### config.mk
export PLATFORM = sky130hd
export DESIGN_NAME = ysyx_25040101_wbu_flat
export DESIGN_NICKNAME = d
export VERILOG_FILES = /design/src/rtl/ysyx_25040101_wbu_if.sv /design/src/rtl/ysyx_25040101_wbu.sv /design/src/flat_wrapper.sv
export SDC_FILE = /design/constraint.sdc
export NUM_CORES = 1
export LEC_CHECK = 0
export ABC_AREA = 1
export BUFFER_PORTS_ARGS = -buffer_cell sky130_fd_sc_hd__buf_2
export CAP_MARGIN = 20
export CORE_MARGIN = 2
export CORE_UTILIZATION = 35
export CTS_CLUSTER_SIZE = 8
export DETAILED_ROUTE_END_ITERATION = 10
export SLEW_MARGIN = 20
export SYNTH_ARGS = -nofsm -noshare
export SYNTH_HDL_FRONTEND = slang
export SYNTH_SLANG_ARGS = --single-unit
### constraint.sdc
create_clock -name clk -period 4.1 [get_ports clk]
set_input_delay 0.205 -clock clk [delete_from_list [all_inputs] [get_ports clk]]
set_output_delay 0.205 -clock clk [all_outputs]
set_load 0.01 [all_outputs]
### src/rtl/ysyx_25040101_wbu_if.sv
// Writeback unit bus bundle: issue scoreboard port, ALU/LSU result handshakes,
// regfile write port and idecode source-hazard query.
interface ysyx_25040101_wbu_if;
  logic        iss_valid_i;
  logic        iss_wen_i;
  logic [4:0]  iss_rd_addr_i;
  logic        iss_ready_o;

  logic        alu_valid_i;
  logic        alu_ready_o;
  logic        alu_wen_i;
  logic [4:0]  alu_rd_addr_i;
  logic [31:0] alu_rd_data_i;

  logic        lsu_valid_i;
  logic        lsu_ready_o;
  logic        lsu_wen_i;
  logic [4:0]  lsu_rd_addr_i;
  logic [31:0] lsu_rd_data_i;

  logic        rd_wen_o;
  logic [4:0]  rd_addr_o;
  logic [31:0] rd_data_o;

  logic [4:0]  rs1_addr_i;
  logic [4:0]  rs2_addr_i;
  logic        busy_o;

  // Environment side: idecode, ALU, LSU and regfile.
  modport master (
    output iss_valid_i, iss_wen_i, iss_rd_addr_i,
    output alu_valid_i, alu_wen_i, alu_rd_addr_i, alu_rd_data_i,
    output lsu_valid_i, lsu_wen_i, lsu_rd_addr_i, lsu_rd_data_i,
    output rs1_addr_i, rs2_addr_i,
    input  iss_ready_o, alu_ready_o, lsu_ready_o,
    input  rd_wen_o, rd_addr_o, rd_data_o, busy_o
  );

  // Writeback unit side.
  modport slave (
    input  iss_valid_i, iss_wen_i, iss_rd_addr_i,
    input  alu_valid_i, alu_wen_i, alu_rd_addr_i, alu_rd_data_i,
    input  lsu_valid_i, lsu_wen_i, lsu_rd_addr_i, lsu_rd_data_i,
    input  rs1_addr_i, rs2_addr_i,
    output iss_ready_o, alu_ready_o, lsu_ready_o,
    output rd_wen_o, rd_addr_o, rd_data_o, busy_o
  );
endinterface

### src/rtl/ysyx_25040101_wbu.sv
// Writeback unit: ALU/LSU result arbitration with ALU anti-starvation, a
// registered regfile write port, and a per-register pending-write scoreboard.
module ysyx_25040101_wbu #(
  parameter int unsigned STARVE_MAX = 4,
  parameter int unsigned PEND_W     = 2
) (
  input logic                    clk,
  input logic                    rst,
  ysyx_25040101_wbu_if.slave     bus
);

  localparam logic [3:0]        StarveMax = 4'(STARVE_MAX);
  localparam logic [PEND_W-1:0] PendMax   = '1;
  localparam logic [PEND_W-1:0] PendOne   = PEND_W'(1);

  logic [3:0]        starve_q, starve_d;
  logic              rd_wen_q, rd_wen_d;
  logic [4:0]        rd_addr_q, rd_addr_d;
  logic [31:0]       rd_data_q, rd_data_d;
  logic [PEND_W-1:0] cnt_q [32];
  logic [PEND_W-1:0] cnt_d [32];

  logic force_alu, lsu_win, alu_win, iss_fire;

  // Arbitration: LSU normally wins; a starved ALU is forced through.
  always_comb begin
    force_alu = (starve_q == StarveMax);
    lsu_win   = bus.lsu_valid_i && !(force_alu && bus.alu_valid_i);
    alu_win   = bus.alu_valid_i && !lsu_win;
  end

  assign bus.lsu_ready_o = lsu_win;
  assign bus.alu_ready_o = alu_win;
  assign bus.rd_wen_o    = rd_wen_q;
  assign bus.rd_addr_o   = rd_addr_q;
  assign bus.rd_data_o   = rd_data_q;

  // Issue stalls only on a saturated counter; a same-cycle writeback does not help.
  assign bus.iss_ready_o = !(bus.iss_wen_i && (bus.iss_rd_addr_i != 5'd0) &&
                             (cnt_q[bus.iss_rd_addr_i] == PendMax));
  assign iss_fire = bus.iss_valid_i && bus.iss_ready_o && bus.iss_wen_i &&
                    (bus.iss_rd_addr_i != 5'd0);

  // RAW hazard: x0 never has a pending write.
  assign bus.busy_o = ((bus.rs1_addr_i != 5'd0) && (cnt_q[bus.rs1_addr_i] != '0)) ||
                      ((bus.rs2_addr_i != 5'd0) && (cnt_q[bus.rs2_addr_i] != '0));

  // Next-state for starvation counter and output register.
  always_comb begin
    starve_d  = '0;
    rd_wen_d  = 1'b0;
    rd_addr_d = rd_addr_q;
    rd_data_d = rd_data_q;
    if (bus.alu_valid_i && !alu_win) begin
      starve_d = (starve_q == StarveMax) ? starve_q : starve_q + 4'd1;
    end
    if (lsu_win) begin
      rd_addr_d = bus.lsu_rd_addr_i;
      rd_data_d = bus.lsu_rd_data_i;
      rd_wen_d  = bus.lsu_wen_i && (bus.lsu_rd_addr_i != 5'd0);
    end else if (alu_win) begin
      rd_addr_d = bus.alu_rd_addr_i;
      rd_data_d = bus.alu_rd_data_i;
      rd_wen_d  = bus.alu_wen_i && (bus.alu_rd_addr_i != 5'd0);
    end
  end

  // Scoreboard next-state: inc on issue, dec on the regfile write edge.
  always_comb begin
    cnt_d[0] = '0;
    for (int r = 1; r < 32; r++) begin
      logic inc, dec;
      cnt_d[r] = cnt_q[r];
      inc = iss_fire && (bus.iss_rd_addr_i == 5'(r));
      dec = rd_wen_q && (rd_addr_q == 5'(r));
      if (inc && !dec) begin
        cnt_d[r] = cnt_q[r] + PendOne;
      end else if (dec && !inc && (cnt_q[r] != '0)) begin
        cnt_d[r] = cnt_q[r] - PendOne;
      end
    end
  end

  // State registers; async reset discards pending writes and the output stage.
  always_ff @(posedge clk or negedge rst) begin
    if (!rst) begin
      starve_q  <= '0;
      rd_wen_q  <= 1'b0;
      rd_addr_q <= '0;
      rd_data_q <= '0;
      for (int r = 0; r < 32; r++) begin
        cnt_q[r] <= '0;
      end
    end else begin
      starve_q  <= starve_d;
      rd_wen_q  <= rd_wen_d;
      rd_addr_q <= rd_addr_d;
      rd_data_q <= rd_data_d;
      cnt_q     <= cnt_d;
    end
  end

endmodule

### src/flat_wrapper.sv
// flat-port wrapper written by rule: the top's interface ports become plain ports
module ysyx_25040101_wbu_flat 
#(
  parameter int unsigned STARVE_MAX = 4,
  parameter int unsigned PEND_W     = 2
)
  (clk, rst, bus_iss_valid_i, bus_iss_wen_i, bus_iss_rd_addr_i, bus_alu_valid_i, bus_alu_wen_i, bus_alu_rd_addr_i, bus_alu_rd_data_i, bus_lsu_valid_i, bus_lsu_wen_i, bus_lsu_rd_addr_i, bus_lsu_rd_data_i, bus_rs1_addr_i, bus_rs2_addr_i, bus_iss_ready_o, bus_alu_ready_o, bus_lsu_ready_o, bus_rd_wen_o, bus_rd_addr_o, bus_rd_data_o, bus_busy_o);
  ysyx_25040101_wbu_if bus_i ();
  input logic clk;
  input logic rst;
  input wire logic [$bits(bus_i.iss_valid_i)-1:0] bus_iss_valid_i;
  input wire logic [$bits(bus_i.iss_wen_i)-1:0] bus_iss_wen_i;
  input wire logic [$bits(bus_i.iss_rd_addr_i)-1:0] bus_iss_rd_addr_i;
  input wire logic [$bits(bus_i.alu_valid_i)-1:0] bus_alu_valid_i;
  input wire logic [$bits(bus_i.alu_wen_i)-1:0] bus_alu_wen_i;
  input wire logic [$bits(bus_i.alu_rd_addr_i)-1:0] bus_alu_rd_addr_i;
  input wire logic [$bits(bus_i.alu_rd_data_i)-1:0] bus_alu_rd_data_i;
  input wire logic [$bits(bus_i.lsu_valid_i)-1:0] bus_lsu_valid_i;
  input wire logic [$bits(bus_i.lsu_wen_i)-1:0] bus_lsu_wen_i;
  input wire logic [$bits(bus_i.lsu_rd_addr_i)-1:0] bus_lsu_rd_addr_i;
  input wire logic [$bits(bus_i.lsu_rd_data_i)-1:0] bus_lsu_rd_data_i;
  input wire logic [$bits(bus_i.rs1_addr_i)-1:0] bus_rs1_addr_i;
  input wire logic [$bits(bus_i.rs2_addr_i)-1:0] bus_rs2_addr_i;
  output wire logic [$bits(bus_i.iss_ready_o)-1:0] bus_iss_ready_o;
  output wire logic [$bits(bus_i.alu_ready_o)-1:0] bus_alu_ready_o;
  output wire logic [$bits(bus_i.lsu_ready_o)-1:0] bus_lsu_ready_o;
  output wire logic [$bits(bus_i.rd_wen_o)-1:0] bus_rd_wen_o;
  output wire logic [$bits(bus_i.rd_addr_o)-1:0] bus_rd_addr_o;
  output wire logic [$bits(bus_i.rd_data_o)-1:0] bus_rd_data_o;
  output wire logic [$bits(bus_i.busy_o)-1:0] bus_busy_o;
  assign bus_i.iss_valid_i = bus_iss_valid_i;
  assign bus_i.iss_wen_i = bus_iss_wen_i;
  assign bus_i.iss_rd_addr_i = bus_iss_rd_addr_i;
  assign bus_i.alu_valid_i = bus_alu_valid_i;
  assign bus_i.alu_wen_i = bus_alu_wen_i;
  assign bus_i.alu_rd_addr_i = bus_alu_rd_addr_i;
  assign bus_i.alu_rd_data_i = bus_alu_rd_data_i;
  assign bus_i.lsu_valid_i = bus_lsu_valid_i;
  assign bus_i.lsu_wen_i = bus_lsu_wen_i;
  assign bus_i.lsu_rd_addr_i = bus_lsu_rd_addr_i;
  assign bus_i.lsu_rd_data_i = bus_lsu_rd_data_i;
  assign bus_i.rs1_addr_i = bus_rs1_addr_i;
  assign bus_i.rs2_addr_i = bus_rs2_addr_i;
  assign bus_iss_ready_o = bus_i.iss_ready_o;
  assign bus_alu_ready_o = bus_i.alu_ready_o;
  assign bus_lsu_ready_o = bus_i.lsu_ready_o;
  assign bus_rd_wen_o = bus_i.rd_wen_o;
  assign bus_rd_addr_o = bus_i.rd_addr_o;
  assign bus_rd_data_o = bus_i.rd_data_o;
  assign bus_busy_o = bus_i.busy_o;
  ysyx_25040101_wbu #(.STARVE_MAX(STARVE_MAX), .PEND_W(PEND_W)) u_core (.clk(clk), .rst(rst), .bus(bus_i));
endmodule
==> results.py <==
metrics = {
    "critical_path": {
        "slowest_stage": "nor2_4",
        "crit_fanout": 33,
        "crit_type": "in2reg",
        "path_delay_family": "simple AND/OR/NAND/NOR gates",
        "cp_cell_sequence": "buf_2 -> inv_2 -> nand2_2 -> nor2_1 -> nand2_1 -> nand3_1 -> nor2_1 -> nand2_1 -> nand3_2 -> nand2_2 -> nor2_4 -> buf_12 -> nand3_1 -> nand3_1 -> nand2_1",
        "cp-end-kind": "register",
        "crit_arrival_ns": 3.06,
        "path_buf_inv": 3,
        "cp_slowest_stage_delay_ns": 0.43,
        "startpoint_type": "input port",
        "required_ns": 4.35,
    },
    "die": {
        "core_area_um2": 20820,
        "start_util_pct": 35.33,
        "chipHeight_um": 149.0,
        "die_w_um": 149.0,
        "row_count": 53,
        "io_pins": 139,
        "die_area_um2": 22190,
    },
    "pwr": {
        "power_leakage_nw": 4.312,
        "power_density_nw_per_um2": 408.4,
        "vdd_ir_drop_max_mv": 0.2358,
        "power.total_w": 0.003509,
    },
    "route": {
        "post_drt_wl_per_cell_um": 15.61,
        "drc": 0,
        "wirelength_mm": 24.54,
        "via_per_inst": 5.178,
        "ant_nets": 0,
        "via_count": 8140,
        "first_pass_iters": 5,
        "drt_iter0_markers": 647,
    },
    "logic_synthesis": {
        "syn_nets": 1276,
        "synth_edf_count": 0,
        "yosysTopAreaCellShare_pct": 35.38,
        "yosysWarnings": 0,
        "synthCells": 1177,
        "synth_cell_types": 37,
        "synthArstFlopShare_pct": 100.0,
        "yosysTopAreaCell": "dfrtp_1",
        "ys_seq_elements": 104,
        "synth_flop_cell": "dfrtp_1",
        "syn_area_per_cell_um2": 6.250,
        "ys_seq_area_share_pct": 35.38,
        "synth.area.top_cells": "dfrtp_1 (35%), nand2_1 (22%), nand3_1 (9.9%)",
        "synth_area_um2": 7356,
    },
    "clock_tree": {
        "cts_tree": "done",
        "htreeDepth": 3,
        "cts_setup_buffers": 0,
        "cts_buffer_depth": 2,
        "ctsResizeCount": 0,
        "clk-insertion-delay-late_ns": 0.36,
        "hold_buffers": 1,
        "clk_pin_slew_ns": 0.07,
        "cts_made_buffers": 9,
        "root_buffer": "clkbuf_16",
        "cts.sink_count": 104,
    },
    "run_status": {
        "outcome": "completed",
    },
    "final_layout": {
        "diodes": 0,
        "fin_nets": 1391,
        "area_delta_synth_final_pct": 16.79,
        "drive_gt1_share_pct": 14.73,
        "fillers": 2239,
    },
    "grt": {
        "antenna_found_initial": 0,
        "grt_start_max_net_pins": 49,
        "grt_util_all_layers_pct": 22.65,
        "grt_pass1_wl_mm": 39.53,
        "grt_pass1_vias": 7543,
        "gr-total-overflow": 0,
    },
    "job": {
        "drv_cap": 0,
    },
    "worst_hold_path": {
        "min_path_type": "in2reg",
    },
    "sta": {
        "slew_violations": 0,
        "hold_viol": 0,
        "grt_setup_unrepaired": "false",
        "fmax_mhz": 356.4,
        "setup_viol": 0,
        "finalCritPeriodShare_pct": 68.43,
        "tightest_slew_ns": 0.7212,
        "finClkSkew_ns": 0.005214,
        "period_needed_ns": 2.806,
        "maxSlewHeadroom_pct": 51.80,
        "tns_ns": 0,
    },
    "place": {
        "hpwlAfterDp_mm": 18.42,
        "gp_routability_congestion": 0.9221,
        "port_buffers": 138,
    },
}
## final cells by class
type	count	area [um^2]	share of cell area, %
flip-flops and latches	104	2603	30.29
clock inverters	5	87.58	1.020
well taps	275	344.1	4.005
inverters	124	465.4	5.418
clock buffers	11	232.7	2.709
repair buffers	148	783.3	9.117
multi-input cells	905	4075	47.44
## layer usage
metal | global-route usage [%] | share of wire, % | up-vias
li1 | - | - | 4021
met1 | 30.81 | 44 | 3705
met5 | 0 | 0 | -
met3 | 6.208 | 11 | 32
met4 | 6.429 | 1.8 | 0
met2 | 35.41 | 44 | 382
## kinds of logic (layout without fill, tap and decap cells)
logic type	count (synthesis)	count (layout)	synth area share, %
flops	104	104	35.38
xor+xnor	2	2	0.2382
buf+inv	168	288	9.287
fa+ha+maj	2	2	0.3401
simple gates	794	794	46.49
compound gates	107	107	8.267
## cells in the mapped netlist, types with 2 or more instances
library cell / count
ha_1: 2
o311ai_0: 2
a21oi_1: 19
buf_1: 2
o21bai_1: 7
buf_2: 9
o31ai_1: 6
dfrtp_1: 104
nand4_1: 40
nor2_2: 2
nand3_2: 11
nor3_1: 29
buf_4: 7
clkinv_1: 4
o211ai_1: 8
nor2_1: 118
inv_2: 4
nand3_1: 146
or2_2: 7
o21ai_1: 25
nand2_1: 433
clkbuf_1: 24
inv_1: 116
o21ai_0: 36
buf_6: 2
nand2_2: 3
## power breakdown
group / total (W) / internal, W / switching (W)
Combinational: 0.00102 / 0.000374 / 0.000650
Clock: 0.000968 / 0.000544 / 0.000425
Sequential: 0.00152 / 0.00123 / 0.000291
## cell usage in the layout, fill, tap and decap left out, types with 11 or more instances in the layout
master | Yosys | routed
nand3_2 | 11 | 11
o21ai_0 | 36 | 36
nand2_1 | 433 | 433
o21ai_1 | 25 | 25
inv_1 | 116 | 116
nor2_1 | 118 | 116
a21oi_1 | 19 | 19
nor3_1 | 29 | 29
buf_2 | 9 | 137
dfrtp_1 | 104 | 104
nand4_1 | 40 | 40
nand3_1 | 146 | 146
## sequential cells by signal (all words and copies together) (netlist names)
name                  cells
u_core.cnt_q             62
u_core.bus.rd_data_o     32
u_core.bus.rd_addr_o      5
u_core.starve_q           4
u_core.bus.rd_wen_o       1
## per-stage QoR
stage	instance area (um^2)	util, %	setup slack [ns]	hold WS (ns)	instances
6_report	8591	41.26	1.294	0.04721	1572
5_1_grt	8591	41.26	1.086	0.04139	1572
4_1_cts	8591	41.26	1.366	0.03978	1572
3_5_place_dp	8260	39.67	0.9941	0.2850	1555
3_3_place_gp	8260	39.67	1.041	0.2834	1555
2_1_floorplan	7356	-	2.391	-0.09059	1177
## final timing paths
check	startpoint	endpoint	slack, ns	cells past startpoint
max in group asynchronous	rst	u_core.bus.rd_data_o[25]	2.74	3
hold reg to reg	u_core.bus.rd_data_o[8]	u_core.bus.rd_data_o[8]	0.49	2
hold / removal	bus_alu_rd_data_i[5]	u_core.bus.rd_data_o[5]	0.05	3
min in group asynchronous	rst	u_core.cnt_q[0]	0.44	2
setup reg to reg	u_core.cnt_q[40]	u_core.cnt_q[18]	1.61	13
setup / recovery	bus_iss_rd_addr_i[0]	u_core.cnt_q[18]	1.29	15
## tightest hold or removal path: cells and delay by family
family | cells | cell delay, ns
AND/OR/NAND/NOR | 2 | 0.09
buffers and inverters | 1 | 0.07
(Power assumes the default switching activity.)
